`config.mk`:
```
export PLATFORM = sky130hd
export DESIGN_NAME = mppt_po_controller
export DESIGN_NICKNAME = d
export VERILOG_FILES = /design/src/rtl/mppt_pkg.sv /design/src/rtl/duty_stepper.sv /design/src/rtl/mppt_po_controller.sv
export SDC_FILE = /design/constraint.sdc
export NUM_CORES = 1
export LEC_CHECK = 0
export ABC_AREA = 1
export CORE_ASPECT_RATIO = 0.8
export CORE_UTILIZATION = 45
export CTS_BUF_LIST = sky130_fd_sc_hd__clkbuf_8
export DETAILED_ROUTE_END_ITERATION = 8
export SETUP_SLACK_MARGIN = 0.3
export SYNTH_ARGS = -nofsm -noshare
export SYNTH_HDL_FRONTEND = slang
export SYNTH_SLANG_ARGS = --single-unit
```
`constraint.sdc`:
```
create_clock -name clk -period 4.9 [get_ports clk]
set_input_delay 0.98 -clock clk [delete_from_list [all_inputs] [get_ports clk]]
set_output_delay 0.98 -clock clk [all_outputs]
set_load 0.05 [all_outputs]
```
`src/rtl/mppt_pkg.sv`:
```
// Shared types and widths for the perturb-and-observe MPPT controller.
package mppt_pkg;

  localparam int unsigned SAMPLE_W = 8;
  localparam int unsigned POWER_W  = 16;

  typedef enum logic [2:0] {
    StIdle,
    StReq,
    StCalc,
    StDecide,
    StSettle
  } state_e;

  // Bits needed for a counter running 0 .. max(a, b)-1.
  function automatic int unsigned cnt_width(input int unsigned a, input int unsigned b);
    int unsigned m;
    m = (a > b) ? a : b;
    return (m < 2) ? 1 : $clog2(m);
  endfunction

  // Width for the default SETTLE_CYC=64 / TIMEOUT_CYC=255 configuration.
  localparam int unsigned CNT_W_DEFAULT = cnt_width(64, 255);

endpackage

```
`src/rtl/duty_stepper.sv`:
```
// Combinational duty perturbation: duty +/- STEP with clamp to [DUTY_MIN, DUTY_MAX].
module duty_stepper #(
  parameter int unsigned DUTY_W   = 8,
  parameter int unsigned STEP     = 4,
  parameter int unsigned DUTY_MIN = 16,
  parameter int unsigned DUTY_MAX = 240
) (
  input  logic [DUTY_W-1:0] duty_i,
  input  logic              dir_i,
  output logic [DUTY_W-1:0] duty_o,
  output logic              clamp_hit_o
);

  localparam logic [DUTY_W:0] StepW = (DUTY_W + 1)'(STEP);
  localparam logic [DUTY_W:0] MinW  = (DUTY_W + 1)'(DUTY_MIN);
  localparam logic [DUTY_W:0] MaxW  = (DUTY_W + 1)'(DUTY_MAX);

  logic [DUTY_W:0] cand;
  logic            borrow;

  // Candidate at one extra bit; the top bit flags overflow (up) or borrow (down).
  always_comb begin
    cand        = dir_i ? ({1'b0, duty_i} + StepW) : ({1'b0, duty_i} - StepW);
    borrow      = ~dir_i & cand[DUTY_W];
    duty_o      = cand[DUTY_W-1:0];
    clamp_hit_o = 1'b0;
    if (borrow || (cand < MinW)) begin
      duty_o      = MinW[DUTY_W-1:0];
      clamp_hit_o = 1'b1;
    end else if (cand > MaxW) begin
      duty_o      = MaxW[DUTY_W-1:0];
      clamp_hit_o = 1'b1;
    end
  end

endmodule

```
`src/rtl/mppt_po_controller.sv`:
```
// Perturb-and-observe MPPT controller: samples V/I, computes power, steps duty toward max power.
module mppt_po_controller
  import mppt_pkg::*;
#(
  parameter int unsigned DUTY_W      = 8,
  parameter int unsigned DUTY_INIT   = 128,
  parameter int unsigned STEP        = 4,
  parameter int unsigned DUTY_MIN    = 16,
  parameter int unsigned DUTY_MAX    = 240,
  parameter int unsigned SETTLE_CYC  = 64,
  parameter int unsigned TIMEOUT_CYC = 255
) (
  input  logic                clk,
  input  logic                rst,
  input  logic                en,
  output logic                sample_req,
  input  logic                sample_valid,
  input  logic [SAMPLE_W-1:0] v_in,
  input  logic [SAMPLE_W-1:0] i_in,
  output logic [DUTY_W-1:0]   duty,
  output logic                duty_valid,
  output logic [POWER_W-1:0]  power,
  output logic                dir,
  output logic                fault,
  output logic                busy
);

  localparam int unsigned    CntW        = cnt_width(SETTLE_CYC, TIMEOUT_CYC);
  localparam logic [CntW-1:0] SettleLast  = CntW'(SETTLE_CYC - 1);
  localparam logic [CntW-1:0] TimeoutLast = CntW'(TIMEOUT_CYC - 1);
  localparam logic [DUTY_W-1:0] DutyMinW  = DUTY_W'(DUTY_MIN);

  state_e               state_q, state_d;
  logic [CntW-1:0]      cnt_q, cnt_d;
  logic [SAMPLE_W-1:0]  v_q, v_d, i_q, i_d;
  logic [POWER_W-1:0]   p_now_q, p_now_d;
  // power_q doubles as p_prev: both are loaded with p_now in the same cycle.
  logic [POWER_W-1:0]   power_q, power_d;
  logic [DUTY_W-1:0]    duty_q, duty_d;
  logic                 dir_q, dir_d;
  logic                 sample_req_q, sample_req_d;
  logic                 duty_valid_q, duty_valid_d;
  logic                 fault_q, fault_d;
  logic                 busy_q, busy_d;

  logic                 dir_new;
  logic [DUTY_W-1:0]    step_duty;
  logic                 clamp_hit;

  // Direction before clamping: reverse when power dropped, hold otherwise.
  always_comb begin
    dir_new = (p_now_q < power_q) ? ~dir_q : dir_q;
  end

  duty_stepper #(
    .DUTY_W   (DUTY_W),
    .STEP     (STEP),
    .DUTY_MIN (DUTY_MIN),
    .DUTY_MAX (DUTY_MAX)
  ) u_duty_stepper (
    .duty_i      (duty_q),
    .dir_i       (dir_new),
    .duty_o      (step_duty),
    .clamp_hit_o (clamp_hit)
  );

  // Next-state logic for the FSM, counters, datapath registers and outputs.
  always_comb begin
    state_d      = state_q;
    cnt_d        = cnt_q;
    v_d          = v_q;
    i_d          = i_q;
    p_now_d      = p_now_q;
    power_d      = power_q;
    duty_d       = duty_q;
    dir_d        = dir_q;
    fault_d      = fault_q;
    duty_valid_d = 1'b0;

    unique case (state_q)
      StIdle: begin
        if (en) begin
          state_d = StReq;
          cnt_d   = '0;
          fault_d = 1'b0;
        end
      end
      StReq: begin
        if (!en) begin
          state_d = StIdle;
          cnt_d   = '0;
        end else if (sample_valid) begin
          // A valid sample on the timeout cycle still counts as a capture.
          v_d     = v_in;
          i_d     = i_in;
          state_d = StCalc;
          cnt_d   = '0;
        end else if (cnt_q == TimeoutLast) begin
          fault_d = 1'b1;
          state_d = StSettle;
          cnt_d   = '0;
        end else begin
          cnt_d = cnt_q + 1'b1;
        end
      end
      StCalc: begin
        p_now_d = POWER_W'(v_q) * POWER_W'(i_q);
        state_d = StDecide;
      end
      StDecide: begin
        duty_d       = step_duty;
        // On a clamp, point away from whichever bound was hit.
        dir_d        = clamp_hit ? (step_duty == DutyMinW) : dir_new;
        power_d      = p_now_q;
        duty_valid_d = 1'b1;
        state_d      = StSettle;
        cnt_d        = '0;
      end
      StSettle: begin
        if (!en) begin
          state_d = StIdle;
          cnt_d   = '0;
        end else if (cnt_q == SettleLast) begin
          state_d = StReq;
          cnt_d   = '0;
        end else begin
          cnt_d = cnt_q + 1'b1;
        end
      end
      default: begin
        state_d = StIdle;
        cnt_d   = '0;
      end
    endcase

    sample_req_d = (state_d == StReq);
    busy_d       = (state_d != StIdle);
  end

  // State registers with synchronous active-high reset.
  always_ff @(posedge clk) begin
    if (rst) begin
      state_q      <= StIdle;
      cnt_q        <= '0;
      v_q          <= '0;
      i_q          <= '0;
      p_now_q      <= '0;
      power_q      <= '0;
      duty_q       <= DUTY_W'(DUTY_INIT);
      dir_q        <= 1'b1;
      sample_req_q <= 1'b0;
      duty_valid_q <= 1'b0;
      fault_q      <= 1'b0;
      busy_q       <= 1'b0;
    end else begin
      state_q      <= state_d;
      cnt_q        <= cnt_d;
      v_q          <= v_d;
      i_q          <= i_d;
      p_now_q      <= p_now_d;
      power_q      <= power_d;
      duty_q       <= duty_d;
      dir_q        <= dir_d;
      sample_req_q <= sample_req_d;
      duty_valid_q <= duty_valid_d;
      fault_q      <= fault_d;
      busy_q       <= busy_d;
    end
  end

  assign sample_req = sample_req_q;
  assign duty       = duty_q;
  assign duty_valid = duty_valid_q;
  assign power      = power_q;
  assign dir        = dir_q;
  assign fault      = fault_q;
  assign busy       = busy_q;

endmodule

```
==> reports/qor.txt, run 1 <==
CP Buf/Inv Count: 4
Initial antenna violation count: 0
Total grt overflow: 0
Core region area: 12250 µm²
Sequential cell area: 1455 µm²
Via density: 4.833
Synth Area in Adders: 0.2572
Syn Nets: 896
Area grow syn2layout: 15.36%
Top-level port count: 49
Place WS: 271.7 ps
CTS Hold Bufs: 0
WL per Instance: 12.49 µm
Routed WL: 12370 µm
Fraction of synthesis flops using an asynchronous set or reset pin: 0
Worst path required time: 5160 ps
Post-route setup slack: 511.9 ps
Hold_sp: duty[1]$_SDFFE_PP0P_
Final min period: 4388 ps
Main combinational cell family by area after synthesis: adder cells
Post-synth EDFFs: 0
Area of the multi-input gates: 3542 µm²
DPL Wire Length: 9900 µm
CP most frequent cell: nand2_1
Layout Skew: 12.36 ps
Final #Nets: 929
Initial Utilization: 0.4654
FF+latch count, synth: 72
Top FF cell, synth: dfxtp_1
Maximum VDD drop: 147.9 µV
CTS root buffer: clkbuf_8
Area leader, netlist: dfxtp_1
Vias in the first global route: 4505
Avg Synthesized Cell Area: 7.301 µm²
Placer congestion estimate: 0.8707
Register area share after synthesis: 0.2528
Static leakage: 3.412 nW
CP Launch Point: v_q[1]$_SDFFE_PP0P_
Status: complete, no violations
PD cells: 219.3 nW/µm²
WP data arrival: 4650 ps
Slew Viols, Final: 0
F_max: 227.9 MHz
Synth area leaders: dfxtp_1 25%, fa_1 13%, ha_1 13%
Drt first pass iters: 4
DRC Markers: 0
Synth top cells by count: 154 x nand2_1, 153 x inv_1, 72 x dfxtp_1, 64 x a21oi_1, 58 x ha_1
Max-cap violations: 0
Count leader, synth: nand2_1
Syn Std Cell Area: 5702 µm²
Post-Synth XOR/XNOR Area: 0.01843
Die X: 127.9 µm
CP max stage cell: fa_1
Worst min path class: flip-flop to flip-flop
Largest net degree at the start of global routing: 40
Clock slew at reported path FFs: 80 ps
H-tree levels: 3
GRT Util Overall: 0.2060
Setup crit start kind: flip-flop
Die Y: 102.7 µm
Cell family with most CP delay: adder cells
Final setup TNS: 0 ps
Simple-gate share of the synthesized area: 0.2155
RSZ-0062 raised after global routing: yes
CP peak stage delay: 540 ps
Via count: 4785
Slew @ Worst Pin: 1099 ps
CTS Sinks: 72
CTS tree: yes
Crit path cell chain: nand2_1, inv_1, fa_1, fa_1, inv_1, fa_1, fa_1, inv_1, ha_4, a21oi_1, nand2_1, a21oi_1, o21bai_1, nand2_1, nand2_1, a21oi_2, o21ai_1, a21oi_1, o21bai_1, a21oi_1, o21ai_0, nand2_1, inv_1
Setup-failing EPs final: 0
Ys Warns: 0
Critical path type: flip-flop to flip-flop
Drt first-iter violations: 205
Crit end category: flip-flop
First-pass GRT wire length: 21290 µm
RR Startpoint: v_q[1]$_SDFFE_PP0P_
Yosys top cell area share: 0.2528
Library cells used by synthesis: 37
CP max FO: 9
CTS Buf Count: 9
Synthesized instance count: 781
Clock latency on the worst-skew pair: 360 ps
CTS max path bufs: 2
Synth Area in Compound Gates: 0.1266
Post-DRT Antenna Nets: 0
IO Port Bufs: 48
Fillers: 1167
Slew headroom: 0.2666
Layout cells sized above 1: 0.09768
Post-synthesis mux area share: 0
Num rows: 36
Die area: 13130 µm²
Post-route clock period utilization: 0.8955
Final Hold Vio Count: 0
Ant diodes: 0
cells in the final DEF (no fill, tap or decap), types with 37 or more instances in the layout:
master and instances:
nand2_1 154, inv_1 153, a21oi_1 62, dfxtp_1 61, ha_1 57, clkdlybuf4s50_1 48
nor2_1 38, nand3_1 38, o21ai_0 38, fa_1 37
state kept, by name, summed over array words and instances, names as in the netlist:
register,flops
p_now_q,16
power,16
state_q,3
v_q,8
sample_req,1
fault,1
dir,1
i_q,8
duty,8
duty_valid,1
busy,1
cnt_q,8
area by class of cell:
| type | instances | area share |
|---|---|---|
| flip-flops and latches | 72 | 0.2212 |
| well taps | 171 | 0.03253 |
| repair buffers | 56 | 0.08218 |
| multi-input cells | 513 | 0.5385 |
| clock buffers | 12 | 0.02511 |
| clock inverters | 4 | 0.007799 |
| inverters | 162 | 0.09264 |
metrics by stage:
step	power [mW]	std cells	hold slack [ps]	area [µm²]	utilization
2_1_floorplan	0.8711	781	434.5	5702	-
3_3_place_gp	0.9461	974	457.1	6327	0.5164
3_5_place_dp	0.9509	974	465.3	6327	0.5164
4_1_cts	1.458	990	477.6	6550	0.5346
5_1_grt	1.530	990	495.5	6578	0.5369
6_report	1.443	990	468.9	6578	0.5369
per-layer routing:
layer,up-vias,GRT usage,routed length [µm]
li1,2490,-,-
met1,2209,0.2960,6564
met2,76,0.3181,5254
met3,10,0.03892,435
met4,0,0.05339,112
met5,-,0,0
path summary, 6_finish.rpt:
kind                                    to  slack [ps]  cells after the start
hold reg to reg       duty[1]$_SDFFE_PP0P_         470                      2
hold / removal        duty[1]$_SDFFE_PP0P_         470                      2
setup reg to reg  p_now_q[15]$_SDFFE_PP0P_         510                     23
setup / recovery  p_now_q[15]$_SDFFE_PP0P_         510                     23
where the power goes:
part	switching (mW)	total (mW)	internal, mW
sequential	0.0144	0.613	0.598
combinational	0.210	0.326	0.116
clock	0.227	0.504	0.277
total	0.451	1.44	0.991
kinds of logic (layout without fill, tap and decap cells):
family                   Yosys count  in the layout
adder cells (fa/ha/maj)           95             95
flip-flops                        72             72
XOR/XNOR                          12             12
AND/OR/NAND/NOR                  276            276
buffers and inverters            196            234
AO/OA/AOI/OAI                    130            130
worst register-to-register path, cell delays in order, from the launching register on:
cell      delay [ps]
dfxtp_2          380
nand2_1           80
inv_1             50
fa_1             450
fa_1             540
inv_1             50
fa_1             460
fa_1             540
inv_1             60
ha_4             260
a21oi_1          120
nand2_1           90
a21oi_1          140
o21bai_1         110
nand2_1           70
nand2_1           60
a21oi_2          170
o21ai_1          110
a21oi_1          140
o21bai_1          80
a21oi_1          110
o21ai_0          110
nand2_1           60
inv_1             30
timing repair:
action                     in CTS  in global routing
resized for setup               5                 11
buffers inserted                0                  0
cloned                          0                  0
setup endpoints to repair       1                  3
pin swaps                       0                  0
Note: power is estimated with default switching activity, not from simulation.
==> inputs of run 2 (changes only) <==
--- a/config.mk
+++ b/config.mk
@@ -10,7 +10,9 @@
 export CORE_UTILIZATION = 45
 export CTS_BUF_LIST = sky130_fd_sc_hd__clkbuf_8
 export DETAILED_ROUTE_END_ITERATION = 8
+export RECOVER_POWER = 100
 export SETUP_SLACK_MARGIN = 0.3
+export SLEW_MARGIN = 40
 export SYNTH_ARGS = -nofsm -noshare
 export SYNTH_HDL_FRONTEND = slang
 export SYNTH_SLANG_ARGS = --single-unit
==> run 2 against run 1 <==
Effect of this change:
- core utilization fell by 0.33 points
- non-clock buffer count unchanged
- combinational power is 4% lower
- via count increased by 0.33%
- sequential power is essentially flat
- critical path depth stayed put
- clock skew hardly changed
- clock power about the same
- total power down 0.83%
- sequential share of layout area up 0.12 points
- critical path type unchanged
==> reports/qor.txt, run 2 (same netlist as run 1, synthesis figures left out) <==
Critical path type: flip-flop to flip-flop (unchanged)
Post-CTS Setup Inserts: 0 (unchanged)
Top-level port count: 49 (unchanged)
Final setup TNS: 0 ps (unchanged)
Ant diodes: 0 (unchanged)
Layout Skew: 11.94 ps (was 12.36 ps)
WP data arrival: 4720 ps (was 4650 ps)
Post-route setup slack: 446.0 ps (was 511.9 ps)
CTS Buf Count: 9 (unchanged)
Clock slew at reported path FFs: 80 ps (about the same)
Net switching fraction of the power: 0.3120 (was 0.3128)
Setup-failing EPs final: 0 (unchanged)
Int Pwr: 0.9843 mW (was 0.9912 mW)
Fillers: 1180 (was 1167)
Initial Utilization: 0.4654 (unchanged)
Seq pwr share: 0.428 (was 0.425)
Hold depth: 2 (unchanged)
DPL Wire Length: 9900 µm (unchanged)
PD cells: 218.8 nW/µm² (was 219.3 nW/µm²)
Via count: 4801 (was 4785)
Total grt overflow: 0 (unchanged)
Inst Count DP: 974 (unchanged)
Comb power frac: 0.218 (was 0.226)
Setup crit start kind: flip-flop (unchanged)
Worst r2r path cells: 23 (unchanged)
GRT Util Overall: 0.2060 (unchanged)
CP max FO: 9 (unchanged)
Initial antenna violation count: 0 (unchanged)
Drt first-iter violations: 202 (was 205)
CTS Sinks: 72 (unchanged)
Static leakage: 3.480 nW (was 3.412 nW)
Die Y: 102.7 µm (unchanged)
Core region area: 12250 µm² (unchanged)
Layout cells sized above 1: 0.08669 (was 0.09768)
Final #Nets: 929 (unchanged)
Crit end category: flip-flop (unchanged)
Placer congestion estimate: 0.8707 (unchanged)
Place WS: 271.7 ps (about the same)
Final core occ: 0.5336 (was 0.5369)
Post-DRT Antenna Nets: 0 (unchanged)
Worst min path class: flip-flop to flip-flop (unchanged)
Final Hold Vio Count: 0 (unchanged)
Slew @ Worst Pin: 1467 ps (was 1099 ps)
CTS root buffer: clkbuf_8 (unchanged)
Maximum VDD drop: 146.9 µV (was 147.9 µV)
CTS tree: yes (unchanged)
Net Sw Power: 0.4463 mW (was 0.4513 mW)
Clk pwr share: 0.354 (was 0.349)
Drt first pass iters: 4 (unchanged)
Max-cap violations: 0 (unchanged)
Placed cell area: 6327 µm² (unchanged)
Area grow syn2layout: 14.66% (was 15.36%)
RSZ-0062 raised after global routing: yes (unchanged)
Vias in the first global route: 4505 (unchanged)
H-tree levels: 3 (unchanged)
DRC Markers: 0 (unchanged)
Routed WL: 12390 µm (was 12370 µm)
Max Used Layer: met4 (unchanged)
Met2 wire length: 5293 µm (was 5254 µm)
Slew Viols, Final: 0 (unchanged)
Status: complete, no violations (unchanged)
Hold_ws: 469.1 ps (was 468.9 ps)
Commonest non-fill, non-tap cells in the layout: 157 x nand2_1, 152 x inv_1, 64 x a21oi_1 (was 154 x nand2_1, 153 x inv_1, 62 x a21oi_1)
Die area: 13130 µm² (unchanged)
Num rows: 36 (unchanged)
Worst path required time: 5160 ps (about the same)
First-pass GRT wire length: 21290 µm (unchanged)
Most common cell after layout, fill and taps aside: nand2_1 (unchanged)
Slew headroom: 0.02232 (was 0.2666)
Final Power: 1.431 mW (was 1.443 mW)
Final Non-Filler Cells: 990 (unchanged)
Largest net degree at the start of global routing: 40 (unchanged)
F_max: 224.5 MHz (was 227.9 MHz)
Clock latency on the worst-skew pair: 360 ps (about the same)
Die X: 127.9 µm (unchanged)
CTS max path bufs: 2 (unchanged)
IO Port Bufs: 48 (unchanged)
Final min period: 4454 ps (was 4388 ps)
WL per Instance: 12.52 µm (was 12.49 µm)
Post-route cell area: 6538 µm² (was 6578 µm²)
Post-route clock period utilization: 0.9090 (was 0.8955)
Via density: 4.849 (was 4.833)
CTS Hold Bufs: 0 (unchanged)
Metal3 WL: 474 µm (was 435 µm)
Wl on met1: 6510 µm (was 6564 µm)
## run 2: final cells by class
class                           count  area [µm²]  area share
Inverter                          162       609.3     0.09321
Multi-Input combinational cell    513        3507      0.5365
Sequential cell                    72        1454      0.2224
Clock inverter                      4       51.30    0.007847
Clock buffer                       12       165.2     0.02526
Timing Repair Buffer               56       536.8     0.08211
Tap cell                          171       214.0     0.03273
## run 2: power groups by stage
stage / Clock, mW / Sequential (mW) / Combinational (mW)
final: 0.506 / 0.613 / 0.312
after global routing: 0.546 / 0.615 / 0.354
after floorplan: 0 / 0.631 / 0.240
after CTS: 0.519 / 0.613 / 0.327
after global placement: 0 / 0.625 / 0.321
after detailed placement: 0 / 0.626 / 0.325
## run 2: final timing paths
kind / startpoint / to / slack (ps)
worst min register to register: duty[1]$_SDFFE_PP0P_ / duty[1]$_SDFFE_PP0P_ / 470
worst max-delay path: v_q[1]$_SDFFE_PP0P_ / p_now_q[15]$_SDFFE_PP0P_ / 450
worst min-delay path: duty[1]$_SDFFE_PP0P_ / duty[1]$_SDFFE_PP0P_ / 470
worst max register to register: v_q[1]$_SDFFE_PP0P_ / p_now_q[15]$_SDFFE_PP0P_ / 450
## run 2: repair_timing
item | CTS | global route
setup endpoints to repair | 1 | 3
resized for setup | 5 | 11
pin swaps | 0 | 0
## run 2: critical path, stage by stage (launching register included)
cell      delay, ps
dfxtp_1         410
nand2_1         110
inv_1            60
fa_1            450
fa_1            540
inv_1            50
fa_1            460
fa_1            540
inv_1            60
ha_4            260
a21oi_1         120
nand2_1          90
a21oi_1         140
o21bai_1        110
nand2_1          70
nand2_1          60
a21oi_2         170
o21ai_1         110
a21oi_1         140
o21bai_1         80
a21oi_1         110
o21ai_0         110
nand2_1          60
inv_1            30
## run 2: metal layers
layer / global-route usage / vias up
met5: 0 / -
met4: 0.05339 / 0
met3: 0.03892 / 10
met2: 0.3181 / 80
met1: 0.2960 / 2223
li1: - / 2488
==> inputs of run 3 (changes only) <==
--- a/config.mk
+++ b/config.mk
@@ -6,10 +6,12 @@
 export NUM_CORES = 1
 export LEC_CHECK = 0
 export ABC_AREA = 1
+export CAP_MARGIN = 10
 export CORE_ASPECT_RATIO = 0.8
 export CORE_UTILIZATION = 45
 export CTS_BUF_LIST = sky130_fd_sc_hd__clkbuf_8
 export DETAILED_ROUTE_END_ITERATION = 8
+export HOLD_SLACK_MARGIN = 0.03
 export RECOVER_POWER = 100
 export SETUP_SLACK_MARGIN = 0.3
 export SLEW_MARGIN = 40
==> results of run 3 <==
Same layout as run 2: the final DEF is identical, and so are final timing and power.
